## config.mk

```make
export PLATFORM = sky130hd
export DESIGN_NAME = sram_rr_ctrl
export DESIGN_NICKNAME = d
export VERILOG_FILES = /design/src/rtl/sram_rr_ctrl.sv
export SDC_FILE = /design/constraint.sdc
export NUM_CORES = 1
export LEC_CHECK = 0
export BUFFER_PORTS_ARGS = -buffer_cell sky130_fd_sc_hd__buf_2
export CAP_MARGIN = 0
export CORE_AREA = 2 2 104 106
export CTS_CLUSTER_SIZE = 14
export DETAILED_ROUTE_END_ITERATION = 12
export DIE_AREA = 0 0 106 108
export GPL_TIMING_DRIVEN = 0
export PLACE_DENSITY = 0.82
export SYNTH_ARGS = -nofsm -noshare
export SYNTH_HDL_FRONTEND = slang
export SYNTH_SLANG_ARGS = --single-unit
```

## constraint.sdc

```tcl
create_clock -name i_clk -period 6 [get_ports i_clk]
set_clock_uncertainty 0.1 [all_clocks]
set_input_delay 0.6 -clock i_clk [delete_from_list [all_inputs] [get_ports i_clk]]
set_output_delay 0.6 -clock i_clk [all_outputs]
set_load 0.01 [all_outputs]
```

## src/rtl/sram_rr_ctrl.sv

```systemverilog
// Round-robin arbiter of N_CH channels onto one asynchronous SRAM port.
// One access per grant: IDLE (grant) -> ACCESS (WAIT_CYC+1 cycles) -> DONE (completion strobe).
module sram_rr_ctrl #(
  parameter int N_CH     = 2,
  parameter int DATA_W   = 32,
  parameter int PADDR_W  = 20,
  parameter int WAIT_CYC = 1
) (
  input  logic                                i_clk,
  input  logic                                i_rst,
  input  logic [N_CH-1:0]                     i_req,
  input  logic [N_CH-1:0]                     i_we,
  input  logic [N_CH-1:0][DATA_W/8-1:0]       i_be,
  input  logic [N_CH-1:0][31:0]               i_vaddr,
  input  logic [N_CH-1:0][DATA_W-1:0]         i_wdata,
  output logic [N_CH-1:0]                     o_gnt,
  output logic [N_CH-1:0]                     o_rvalid,
  output logic [DATA_W-1:0]                   o_rdata,
  output logic                                o_busy,
  output logic                                o_sram_ce_n,
  output logic                                o_sram_oe_n,
  output logic                                o_sram_we_n,
  output logic [DATA_W/8-1:0]                 o_sram_be_n,
  output logic [PADDR_W-1:0]                  o_sram_paddr,
  output logic [DATA_W-1:0]                   o_sram_wdata,
  input  logic [DATA_W-1:0]                   i_sram_rdata
);
  localparam int IDX_W = (N_CH > 1) ? $clog2(N_CH) : 1;
  localparam logic [1:0] S_IDLE   = 2'd0;
  localparam logic [1:0] S_ACCESS = 2'd1;
  localparam logic [1:0] S_DONE   = 2'd2;

  logic [1:0]          r_state;
  logic [2:0]          r_cnt;
  logic [IDX_W-1:0]    r_last, r_ch;
  logic                r_we;
  logic                r_ce_n, r_oe_n, r_we_n;
  logic [DATA_W/8-1:0] r_be_n;
  logic [PADDR_W-1:0]  r_paddr;
  logic [DATA_W-1:0]   r_wdata, r_rdata;
  logic [N_CH-1:0]     r_rvalid;

  logic [IDX_W-1:0]    w_hi, w_lo, w_win;
  logic                w_hi_v, w_lo_v, w_any, w_idle;
  logic                w_unused;

  // Lowest requester above the pointer wins; otherwise wrap to the lowest at/below it.
  always_comb begin
    w_hi   = '0;
    w_lo   = '0;
    w_hi_v = 1'b0;
    w_lo_v = 1'b0;
    for (int j = N_CH-1; j >= 0; j--) begin
      if (i_req[j]) begin
        if (j > int'(r_last)) begin
          w_hi   = IDX_W'(j);
          w_hi_v = 1'b1;
        end else begin
          w_lo   = IDX_W'(j);
          w_lo_v = 1'b1;
        end
      end
    end
  end

  assign w_win  = w_hi_v ? w_hi : w_lo;
  assign w_any  = w_hi_v | w_lo_v;
  assign w_idle = (r_state == S_IDLE);

  assign o_gnt  = (w_idle && w_any && !i_rst) ? (N_CH'(1) << w_win) : '0;
  assign o_busy = !w_idle;

  // Byte-offset and high address bits carry no meaning for the word-addressed SRAM.
  always_comb begin
    w_unused = 1'b0;
    for (int c = 0; c < N_CH; c++)
      w_unused = w_unused ^ (^i_vaddr[c][1:0]) ^ (^i_vaddr[c][31:PADDR_W+2]);
  end

  always_ff @(posedge i_clk or posedge i_rst) begin
    if (i_rst) begin
      r_state  <= S_IDLE;
      r_cnt    <= '0;
      r_last   <= IDX_W'(N_CH-1);
      r_ch     <= '0;
      r_we     <= 1'b0;
      r_ce_n   <= 1'b1;
      r_oe_n   <= 1'b1;
      r_we_n   <= 1'b1;
      r_be_n   <= '1;
      r_paddr  <= '0;
      r_wdata  <= '0;
      r_rdata  <= '0;
      r_rvalid <= '0;
    end else begin
      r_rvalid <= '0;
      case (r_state)
        S_IDLE: begin
          if (w_any) begin
            r_state <= S_ACCESS;
            r_cnt   <= 3'(WAIT_CYC);
            r_last  <= w_win;
            r_ch    <= w_win;
            r_we    <= i_we[w_win];
            r_ce_n  <= 1'b0;
            r_oe_n  <= i_we[w_win];
            r_we_n  <= ~i_we[w_win];
            r_be_n  <= ~i_be[w_win];
            r_paddr <= i_vaddr[w_win][PADDR_W+1:2];
            if (i_we[w_win]) r_wdata <= i_wdata[w_win];
          end
        end
        S_ACCESS: begin
          if (r_cnt == 3'd0) begin
            r_state  <= S_DONE;
            r_ce_n   <= 1'b1;
            r_oe_n   <= 1'b1;
            r_we_n   <= 1'b1;
            r_be_n   <= '1;
            r_rvalid <= N_CH'(1) << r_ch;
            if (!r_we) r_rdata <= i_sram_rdata;
          end else begin
            r_cnt <= r_cnt - 3'd1;
          end
        end
        // Address and write data stay put here to give the write hold time.
        S_DONE:  r_state <= S_IDLE;
        default: r_state <= S_IDLE;
      endcase
    end
  end

  assign o_rvalid     = r_rvalid;
  assign o_rdata      = r_rdata;
  assign o_sram_ce_n  = r_ce_n;
  assign o_sram_oe_n  = r_oe_n;
  assign o_sram_we_n  = r_we_n;
  assign o_sram_be_n  = r_be_n;
  assign o_sram_paddr = r_paddr;
  assign o_sram_wdata = r_wdata;

endmodule

```

---- Word-level counts from Yosys, hierarchy flattened ----
Cells that the tools add are included.
storage, ports and cells
  bits in registers ....................... 101
  input bits .............................. 174
  output and inout bits ................... 96
  logic and storage cells ................. 73
operators by class
  add/subtract/negate cells ............... 1
  magnitude comparators ................... 2
  equality and inequality tests ........... 4
  shift operators ......................... 2
  muxes and demuxes ....................... 34
  bitwise gates (word level) .............. 4
  reduce and logical (&&, ||, !) cells .... 13
operators with widths
  operator                                                     count
  2-to-1 mux 32 bit                                            2
  2-to-1 mux 22 bit                                            2
  2-to-1 mux 4 bit                                             4
  2-to-1 mux 1 bit                                             13
  AND reduction 3 bit                                          4
  2-to-1 mux 2 bit                                             5
  case mux 4 bit (2 select lines)                              1
  2-to-1 mux 3 bit                                             2
  != test 2 bit (second input constant)                        3
  case mux 1 bit (2 select lines)                              3
  case mux 3 bit (2 select lines)                              1
  inverter 4 bit                                               1
  case mux 2 bit (2 select lines)                              1
  AND reduction 2 bit                                          2
  << shifter 1 x 1 -> 2 bit (first input constant)             2
  logical NOT 3 bit                                            1
  subtractor 3 x 1 -> 3 bit (second input constant)            1
  == test 2 x 1 -> 1 bit (second input constant)               1
  logical AND 1 bit                                            2
  logical NOT 1 bit                                            2
  logical NOT 2 bit                                            1
  less-than comparator 1 x 2 -> 1 bit (second input constant)  1
  inverter 1 bit                                               2
  nonzero test 2 bit                                           1
  2 further kinds                                              2

---- Longest topological paths before layout ----
Gate-level depths: netlist of the first run.
  depth after elaboration ................. 10
  mapped depth ............................ 7
  gate-level depth less buffers ........... 7

---- Least setup slack after synthesis of the first run ----
Ideal clock, no wire load.
  kind .................................... input to output
  start point ............................. input i_req[1]
  end point ............................... output o_gnt[1]
  arrival time ............................ 1399 ps
  required time ........................... 5300 ps
  path slack .............................. 3901 ps
  stages on the path ...................... 4
  path buffers ............................ 2
  cell sequence ........................... a21bo_1 -> buf_4 -> clkbuf_1 -> nor3_1
on the way
  word-level cells in the longest chain between the ends .. 6
  elaborated cells on any way between the ends .. 10
  classes of those cells .................. shift: 1; mux: 6; bitwise: 1; reduce/logical: 2
RTL lines
  what                            RTL line  text
  start, declared                 11        input logic [N_CH-1:0] i_req,
  2-to-1 mux 1 bit (2 in a row)   54        if (i_req[j]) begin
  OR 1 bit                        67        assign w_any = w_hi_v | w_lo_v;
  logical AND 1 bit (2 in a row)  70        assign o_gnt = (w_idle && w_any && !i_rst) ? (N_CH'(1) << w_win) : '0;
  2-to-1 mux 2 bit *              70
  end, declared                   16        output logic [N_CH-1:0] o_gnt,
Mark *: on every way between the ends. The rest lies on a longest branch, timed or not.

---- Worst setup path after layout of the first run ----
  start point ............................. register r_last
  end point ............................... output o_gnt[0]
on the way
  word-level cells in the longest chain between the ends .. 8
  elaborated cells on any way between the ends .. 13
  classes of those cells .................. order compare: 1; shift: 1; mux: 8; bitwise: 1; reduce/logical: 2
RTL lines
  what                             RTL line  text
  start, declared                  35        logic [IDX_W-1:0] r_last, r_ch;
  start signal, assigned           84        r_last <= IDX_W'(N_CH-1);
  start signal, assigned           102       r_last <= w_win;
  greater-than comparator 1 bit *  55        if (j > int'(r_last)) begin
  2-to-1 mux 1 bit                 55
  2-to-1 mux 1 bit (2 in a row)    54
  OR 1 bit                         67
  logical AND 1 bit (2 in a row)   70
  2-to-1 mux 2 bit *               70
Marks and branches as above.

==> impl_metrics.tcl, run 1 <==
set metrics [dict create \
    power.share.sequential_pct 39.8 \
    synth_compound_area_share_pct 21.0 \
    fmax_mhz 397 \
    synth_cell_types 36 \
    drv_slew 0 \
    finalSetupViolCount 0 \
    clk_pin_slew_ps 90 \
    power_density_nw_per_um2 510 \
    async_flop_share_pct 100 \
    ys_ff_latch 101 \
    wire_per_inst_um 15.7 \
    antenna_left 0 \
    pre_cts_ws_ps 3570 \
    netlist_instances 360 \
    nNetsFinal 793 \
    synthMuxAreaShare_pct 9.03 \
    synth.area.top_cells "dfrtp_1 53%, a2bb2oi_2 9.8%, mux2_2 7.9%" \
    drv_cap 0 \
    synth_area_per_cell_um2 12.3 \
    clock_latency_ps 350 \
    portBuffers 245 \
    cp_max_fo 10 \
    die_x_um 106 \
    cts_buffers 9 \
    cts_tree "done" \
    vias 3824 \
    synth_top_family_by_area "compound AO/OA/AOI/OAI gates" \
    timing.final.crit_share_pct 42.0 \
    die_h_um 108 \
    status "completed" \
    setup_ws_ps 3480 \
    rsz0062_at_grt "no" \
    pwr-share-comb_pct 46.0 \
    design.core.area_um2 10200 \
    dr.pass1.iters 4 \
    rows 37 \
    postCtsSetupRepairBufs 0 \
    ios 270 \
    hpwl_mm 9.27 \
    finalHoldViolCount 0 \
    synth_simple_gate_area_share_pct 8.07 \
    area_delta_synth_final_pct 36.8 \
    tns_ps 0 \
    yosysTopAreaCellShare_pct 52.5 \
    synth-xor-area-share_pct 0 \
    synth-edff-count 0 \
    cp.required_ps 5300 \
    cp_data_arrival_time_ps 1820 \
    drive_gt1_share_pct 57.2 \
    start_kind "flip-flop" \
    syn_nets 536 \
    cts.htree.levels 3 \
    grt_pass1_vias 3923 \
    nFillCells 873 \
    p_int_mw 1.96 \
    antenna_found_initial 1 \
    cts_buffer_depth 2 \
    initial_core_util_pct 43.3 \
    cts-hold-fix-buffers 0 \
    power_leakage_nw 3.00 \
    peakVddDrop_v 0.000239 \
    cp-end-kind "output port" \
    gp_congestion 0.835 \
    ys.flop_type "dfrtp_1" \
    dieArea_um2 11400 \
    finalCriticalPeriod_ps 2520 \
    grt_max_degree 54 \
    worstMarginPinSlew_ps 678 \
    final_util_pct 59.3 \
    grt_pass1_wl_mm 18.9 \
    root_buffer "clkbuf_8" \
    p_switching_mw 1.14 \
    yosysTopAreaCell "dfrtp_1" \
    grt_overflow 0 \
    cts_resized 0 \
    synth-adder-area-share_pct 0.565 \
    hp-class "input port to async pin" \
    hold_ws_ps 272 \
    drc 0 \
    clock-sinks 101 \
    relSlewSlack_pct 54.8 \
    syn_area_um2 4430 \
    grt_usage_pct 21.1 \
    routed_wl_mm 11.9 \
    vias_per_cell 5.04 \
    criticalPathCategory "flip-flop to output port" \
    drt-initial-drc-count 178 \
    ys_seq_area_share_pct 57.3 \
    p_sw_share_pct 36.8 \
    ys_warn_count 0 \
    p_clk_share_pct 14.2 \
    power_mw 3.09 \
]
logic make-up after synthesis:
| family | count (synthesis) |
|---|---|
| AOI/OAI and AO/OA | 103 |
| adders and majority gates | 2 |
| buffers and inverters | 32 |
| DFF | 101 |
| muxes | 36 |
| and+or+nand+nor | 86 |
metal layers:
| metal | track usage [%] | part of all wire, % | wire, µm |
|---|---|---|---|
| met1 | 25.0 | 40 | 4720 |
| met2 | 37.0 | 52 | 6230 |
| met3 | 4.88 | 5.9 | 704 |
| met4 | 9.40 | 2.3 | 280 |
| met5 | 0 | 0 | 0 |
final timing paths:
| path | startpoint | endpoint | slack (ps) | depth (start not counted) |
|---|---|---|---|---|
| worst min-delay path | i_rst | o_sram_paddr[0]$_DFFE_PP0P_ | 270 | 2 |
| worst max register to register | r_cnt[0]$_DFFE_PP0P_ | o_rdata[7]$_DFFE_PP0P_ | 3810 | 7 |
| worst max-delay path | r_last$_DFFE_PP1P_ | o_gnt[0] | 3480 | 5 |
| max in group asynchronous | i_rst | r_last$_DFFE_PP1P_ | 4790 | 3 |
| min in group i_clk | r_ch$_DFFE_PP0P_ | o_rvalid[0]$_DFF_PP0_ | 370 | 1 |
| worst min register to register | r_ch$_DFFE_PP0P_ | o_rvalid[0]$_DFF_PP0_ | 370 | 1 |
area by class of cell:
cell class              count  area [µm²]  area share (%)
diodes                      1        2.50          0.0413
plain buffers              26         158            2.60
clock buffers              13         159            2.62
clock inverters             3        43.8           0.722
inverters                   6        25.0           0.413
multi-input cells         227        1710            28.3
flip-flops and latches    101        2540            41.8
well taps                 136         170            2.81
repair buffers            246        1250            20.7
critical path, cell delays in order, from the launching register on:
cell,delay [ps]
dfstp_2,570
a21boi_1,70
buf_4,200
clkbuf_1,230
nor3_1,230
buf_2,180
state kept, by name, indices dropped and copies added (netlist names), 2 cells and up:
register	flops
o_rdata	32
o_rvalid	2
o_sram_be_n	4
o_sram_paddr	20
o_sram_wdata	32
r_cnt	3
r_state	2
power by group through the flow:
stage          clock [mW]  combinational [mW]  sequential (mW)
2_1_floorplan           0               0.746             1.38
3_3_place_gp            0                1.39             1.22
3_5_place_dp            0                1.44             1.25
4_1_cts             0.455                1.44             1.23
5_1_grt             0.482                1.56             1.28
6_report            0.438                1.42             1.23
stage by stage:
stage | instances | cell area, µm²
6_report | 759 | 6060
5_1_grt | 759 | 6060
4_1_cts | 758 | 6060
3_5_place_dp | 742 | 5860
3_3_place_gp | 741 | 5830
2_1_floorplan | 360 | 4430
Yosys cell counts, types with 2 or more instances:
library cell	instances
a31oi_1	21
a2bb2oi_1	3
ha_1	2
mux2_2	31
mux2i_1	4
o22a_1	4
nor2_2	2
a2bb2oi_2	29
buf_6	3
buf_4	6
nor2_1	25
nor3_1	4
dfstp_2	8
o21a_1	3
dfrtp_1	93
nand2_1	47
o22ai_1	32
buf_2	12
inv_1	6
clkbuf_1	5
a21oi_1	5
cell usage in the layout, fill, tap and decap left out, types with 4 or more instances in the layout:
master       n
nor3_1       4
clkbuf_8    11
dfrtp_1     93
buf_4        6
a31oi_1     21
o22a_1       4
o22ai_1     32
a21oi_1      5
inv_1        5
a2bb2oi_2   29
buf_2      257
dfstp_2      8
mux2_2      31
nor2_1      25
clkbuf_1     7
mux2i_1      4
nand2_1     47
Power figures use the tool's default switching activity.
==> run 2, diff against run 1 <==
Settings changed: CORE_AREA 2 2 104 106 to 2 2 105 107, DIE_AREA 0 0 106 108 to 0 0 107 109, PLACE_DENSITY 0.82 to 0.81.
Clock period 6 ns to 2.5 ns, I/O delays scaled along.
==> run 2 against run 1 <==
Against the previous run: die area increased by 1.9%; first-iteration DRC count increased by 14%; largest cell class unchanged; global-route usage decreased by 1.4 points; count of clock-buffer cells in the layout decreased by 1; combinational power increased by 140%; cell area increased by 0.80%; via count increased by 0.76%; utilization decreased by 1.6 points.
==> impl_metrics.tcl, run 2 (synthesized netlist as in run 1, its figures left out) <==
set metrics [dict create \
    status "completed" \
    cp_data_arrival_time_ps 2310 \
    path_cells "inv_1 -> ha_1 -> and2b_1 -> nand2_1 -> nor2_2 -> buf_4 -> mux2_2" \
    cts_buffer_depth 2 \
    worstMarginPinSlew_ps 646 \
    hpwl_mm 9.11 \
    ff_latch_area_um2 2540 \
    nNetsFinal 795 \
    gp_congestion 0.787 \
    rows 38 \
    dr.pass1.iters 4 \
    cp-startpoint "r_cnt[0]$_DFFE_PP0P_" \
    vias 3853 \
    cp_slowest_cell "dfrtp_1" \
    start_kind "flip-flop" \
    cts_buffers 9 \
    cp_top_family "simple AND/OR/NAND/NOR gates" \
    grt_pass1_vias 3910 \
    reg2reg_from "r_cnt[0]$_DFFE_PP0P_" \
    rsz0062_at_grt "no" \
    final_util_pct 57.6 \
    antenna_left 0 \
    nFillCells 895 \
    grt_max_degree 44 \
    finalCriticalPeriod_ps 2180 \
    clock-sinks 101 \
    max_stage_delay_ps 380 \
    die_h_um 109 \
    crit_buf_inv 2 \
    cp-end-kind "flip-flop" \
    drive_gt1_share_pct 57.4 \
    ios 270 \
    design.core.area_um2 10600 \
    routed_wl_mm 11.6 \
    finalSetupViolCount 0 \
    drv_cap 0 \
    drv_slew 0 \
    drc 0 \
    stdcell_count 764 \
    initial_core_util_pct 41.8 \
    power_leakage_nw 3.01 \
    hold_ws_ps 23.5 \
    root_buffer "clkbuf_8" \
    cp_max_fo 10 \
    antenna_found_initial 0 \
    grt_usage_pct 19.7 \
    die_x_um 107 \
    vias_per_cell 5.04 \
    multi_input_comb_area_um2 1710 \
    grt_pass1_wl_mm 18.1 \
    min_from "i_sram_rdata[3]" \
    tns_ps 0 \
    power_mw 7.52 \
    area_delta_synth_final_pct 37.9 \
    relSlewSlack_pct 56.8 \
    layout_common_cells "257 x buf_2, 93 x dfrtp_1, 47 x nand2_1, 32 x o22ai_1, 31 x mux2_2" \
    finalHoldViolCount 0 \
    postCtsSetupRepairBufs 0 \
    grt_overflow 0 \
    timing.final.crit_share_pct 87.3 \
    power_density_nw_per_um2 1230 \
    hp-class "input port to flip-flop" \
    cts_resized 0 \
    peakVddDrop_v 0.000600 \
    dieArea_um2 11700 \
    final_common_cell "buf_2" \
    clock_latency_ps 350 \
    n_antenna_cell 0 \
    cts-hold-fix-buffers 1 \
    drt-initial-drc-count 203 \
    dp.cells 747 \
    cp.required_ps 2630 \
    cts.htree.levels 3 \
    cts_tree "done" \
    wire_per_inst_um 15.2 \
    portBuffers 245 \
    criticalPathCategory "flip-flop to flip-flop" \
    clk_pin_slew_ps 100 \
    fmax_mhz 458 \
]
run 2: cell types whose count changed in the layout (fill, tap and decap cells not counted), sizes merged:
cell	previous run	this run
clkinvlp	0	1
diode	1	0
bufinv	1	2
dlygate4sd3	0	1
buf	267	268
clkbuf	18	17
inv	6	5
run 2: layout make-up:
class                           instances  area share, %
Buffer                                 26           2.58
Timing Repair Buffer                  248           20.9
Inverter                                6          0.430
Clock inverter                          4           1.15
Sequential cell                       101           41.5
Multi-Input combinational cell        227           28.0
Tap cell                              140           2.87
Clock buffer                           12           2.54
run 2: final timing paths:
check | slack [ps] | cells after the start | end
max | 320 | 7 | o_rdata[15]$_DFFE_PP0P_
min | 20 | 2 | o_rdata[3]$_DFFE_PP0P_
max reg2reg | 320 | 7 | o_rdata[15]$_DFFE_PP0P_
min reg2reg | 370 | 2 | o_sram_ce_n$_DFFE_PP1P_
max in group asynchronous | 970 | 5 | o_rdata[31]$_DFFE_PP0P_
min in group asynchronous | 470 | 3 | o_sram_paddr[14]$_DFFE_PP0P_
run 2: metrics by stage:
step / setup slack (ps) / cell area (µm²)
2_1_floorplan: 693 / 4440
3_3_place_gp: 311 / 5840
3_5_place_dp: 343 / 5880
4_1_cts: 302 / 6110
5_1_grt: 148 / 6110
6_report: 317 / 6110
run 2: worst reg2reg max path, stage by stage (launching register included):
cell and delay (ps):
dfrtp_1 380, inv_1 110, ha_1 170, and2b_1 190, nand2_1 180, nor2_2 320, buf_4 250, mux2_2 360
run 2: power by group:
part	total (mW)	internal, mW	switching, mW	leakage, nW
Clock	1.15	0.617	0.532	0.116
Sequential	2.96	2.49	0.463	1.17
Combinational	3.42	1.68	1.73	1.73
run 2: routing by layer:
metal | share of wire, % | wire [µm] | up-vias | GRT usage (%)
li1 | - | - | 1824 | -
met1 | 40 | 4680 | 1851 | 23.2
met2 | 52 | 6020 | 158 | 35.4
met3 | 6.6 | 768 | 20 | 4.96
met4 | 1.5 | 176 | 0 | 6.31
met5 | 0 | 0 | - | 0
==> run 3, diff against run 2 <==
Settings changed: CORE_AREA 2 2 105 107 to unset, CORE_ASPECT_RATIO set to 0.8, CORE_UTILIZATION set to 43, DIE_AREA 0 0 107 109 to unset, PLACE_DENSITY 0.81 to 0.82.
==> run 3 against run 2 <==
Against the previous run: critical path depth is the same; global-route usage up 2.3 points; hold slack better by 23 ps; die area decreased by 8.1%; cell count fell by 0.39%; combinational power about the same; largest power group unchanged.
==> impl_metrics.tcl, run 3 (synthesized netlist as in run 1, its figures left out) <==
set metrics [dict create \
    status "completed" \
    ios 270 \
    finalHoldViolCount 0 \
    nFillCells 760 \
    gp_congestion 0.739 \
    initial_core_util_pct 45.2 \
    antenna_found_initial 1 \
    rows 32 \
    hp-class "input port to flip-flop" \
    cp_data_arrival_time_ps 2300 \
    cts_tree "done" \
    grt_pass1_wl_mm 18.2 \
    final_common_cell "buf_2" \
    path_cells "inv_1 -> ha_1 -> and2b_1 -> nand2_1 -> nor2_2 -> buf_4 -> mux2_2" \
    relSlewSlack_pct 49.1 \
    criticalPathCategory "flip-flop to flip-flop" \
    power_leakage_nw 3.03 \
    peakVddDrop_v 0.000604 \
    root_buffer "clkbuf_16" \
    cts_buffer_depth 2 \
    cts_buffers 9 \
    grt_usage_pct 22.0 \
    drv_slew 0 \
    antenna_left 0 \
    cts.htree.levels 3 \
    cp_max_fo 10 \
    vias_per_cell 5.07 \
    routed_wl_mm 11.6 \
    design.core.area_um2 9810 \
    max_stage_delay_ps 360 \
    drc 0 \
    nNetsFinal 795 \
    start_kind "flip-flop" \
    power_density_nw_per_um2 1250 \
    clock_latency_ps 330 \
    drive_gt1_share_pct 57.4 \
    die_h_um 92.8 \
    fmax_mhz 457 \
    dieArea_um2 10700 \
    clock-sinks 101 \
    postCtsSetupRepairBufs 0 \
    grt_max_degree 41 \
    vias 3862 \
    drt-initial-drc-count 152 \
    hpwl_mm 9.04 \
    grt_overflow 0 \
    grt_pass1_vias 3837 \
    die_x_um 116 \
    area_delta_synth_final_pct 39.0 \
    final_area_um2 6160 \
    cp_slowest_cell "dfrtp_1" \
    finalCriticalPeriod_ps 2190 \
    dpl_cell_area_um2 5870 \
    worstMarginPinSlew_ps 762 \
    cp.required_ps 2610 \
    wire_per_inst_um 15.3 \
    dr.pass1.iters 4 \
    timing.final.crit_share_pct 87.4 \
    layout_common_cells "257 x buf_2, 93 x dfrtp_1, 47 x nand2_1, 32 x o22ai_1, 31 x mux2_2" \
    clk_pin_slew_ps 70 \
    drv_cap 0 \
    portBuffers 245 \
    rsz0062_at_grt "no" \
    tns_ps 0 \
    cp-end-kind "flip-flop" \
    finalSetupViolCount 0 \
]
==> run 3: cell count changes in the layout (fill, tap and decap cells not counted), sizes merged <==
cell      previous run  this run
clkinvlp             1         2
inv                  5         6
diode                0         1
clkbuf              17        16
bufinv               2         0
clkinv               2         3
==> run 3: worst max-delay path: cells and delay by family, from the launching register on <==
kind	cells	cell delay, ps
buffers and inverters	2	370
adders and majority gates	1	170
and+or+nand+nor	3	690
muxes	1	360
DFF	1	360
==> run 3: power by group <==
group | leakage (nW) | switching (mW) | internal [mW]
combinational | 1.73 | 1.75 | 1.69
clock | 0.136 | 0.586 | 0.704
sequential | 1.17 | 0.458 | 2.50
==> run 3: what timing repair did <==
action,CTS,global route
endpoints found under the hold margin,29,0
gates resized for setup,0,0
hold buffers,1,0
==> run 3: final timing paths <==
check                                   startpoint                           end  slack [ps]  cells past startpoint
max                           r_cnt[0]$_DFFE_PP0P_        o_rdata[7]$_DFFE_PP0P_         310                      7
min                                       i_req[0]            r_last$_DFFE_PP1P_          50                      2
max reg2reg                   r_cnt[0]$_DFFE_PP0P_        o_rdata[7]$_DFFE_PP0P_         310                      7
min reg2reg                o_sram_ce_n$_DFFE_PP1P_       o_sram_ce_n$_DFFE_PP1P_         360                      2
max in group asynchronous                    i_rst    o_sram_be_n[0]$_DFFE_PP1P_        1110                      4
min in group asynchronous                    i_rst  o_sram_paddr[15]$_DFFE_PP0P_         530                      3
==> run 3: cell type report <==
| type | instances | area [µm²] | area share (%) |
|---|---|---|---|
| inverter | 6 | 26.3 | 0.426 |
| antenna | 1 | 2.50 | 0.0406 |
| timing repair buffer | 248 | 1280 | 20.7 |
| clock buffer | 11 | 243 | 3.94 |
| buffer | 26 | 158 | 2.56 |
| tap | 136 | 170 | 2.76 |
| multi-input combinational | 227 | 1710 | 27.8 |
| sequential | 101 | 2540 | 41.2 |
| clock inverter | 5 | 35.0 | 0.569 |
==> run 3: per-layer routing <==
metal | GRT usage (%) | routed length, µm | vias to the layer above
met3 | 6.15 | 857 | 27
met5 | 0 | 0 | -
met4 | 8.98 | 325 | 0
li1 | - | - | 1826
met2 | 37.8 | 5780 | 184
met1 | 25.9 | 4680 | 1825
==> run 3: per-stage QoR <==
stage	cells	total power, mW	hold slack [ps]	setup WS, ps	util [%]
final	761	7.68	46.0	314	62.8
after floorplan	360	5.11	213	693	-
after global routing	761	8.20	32.8	163	62.8
after detailed placement	743	6.45	341	299	59.9
after global placement	741	6.28	350	339	59.5
after CTS	760	7.75	29.8	292	62.8
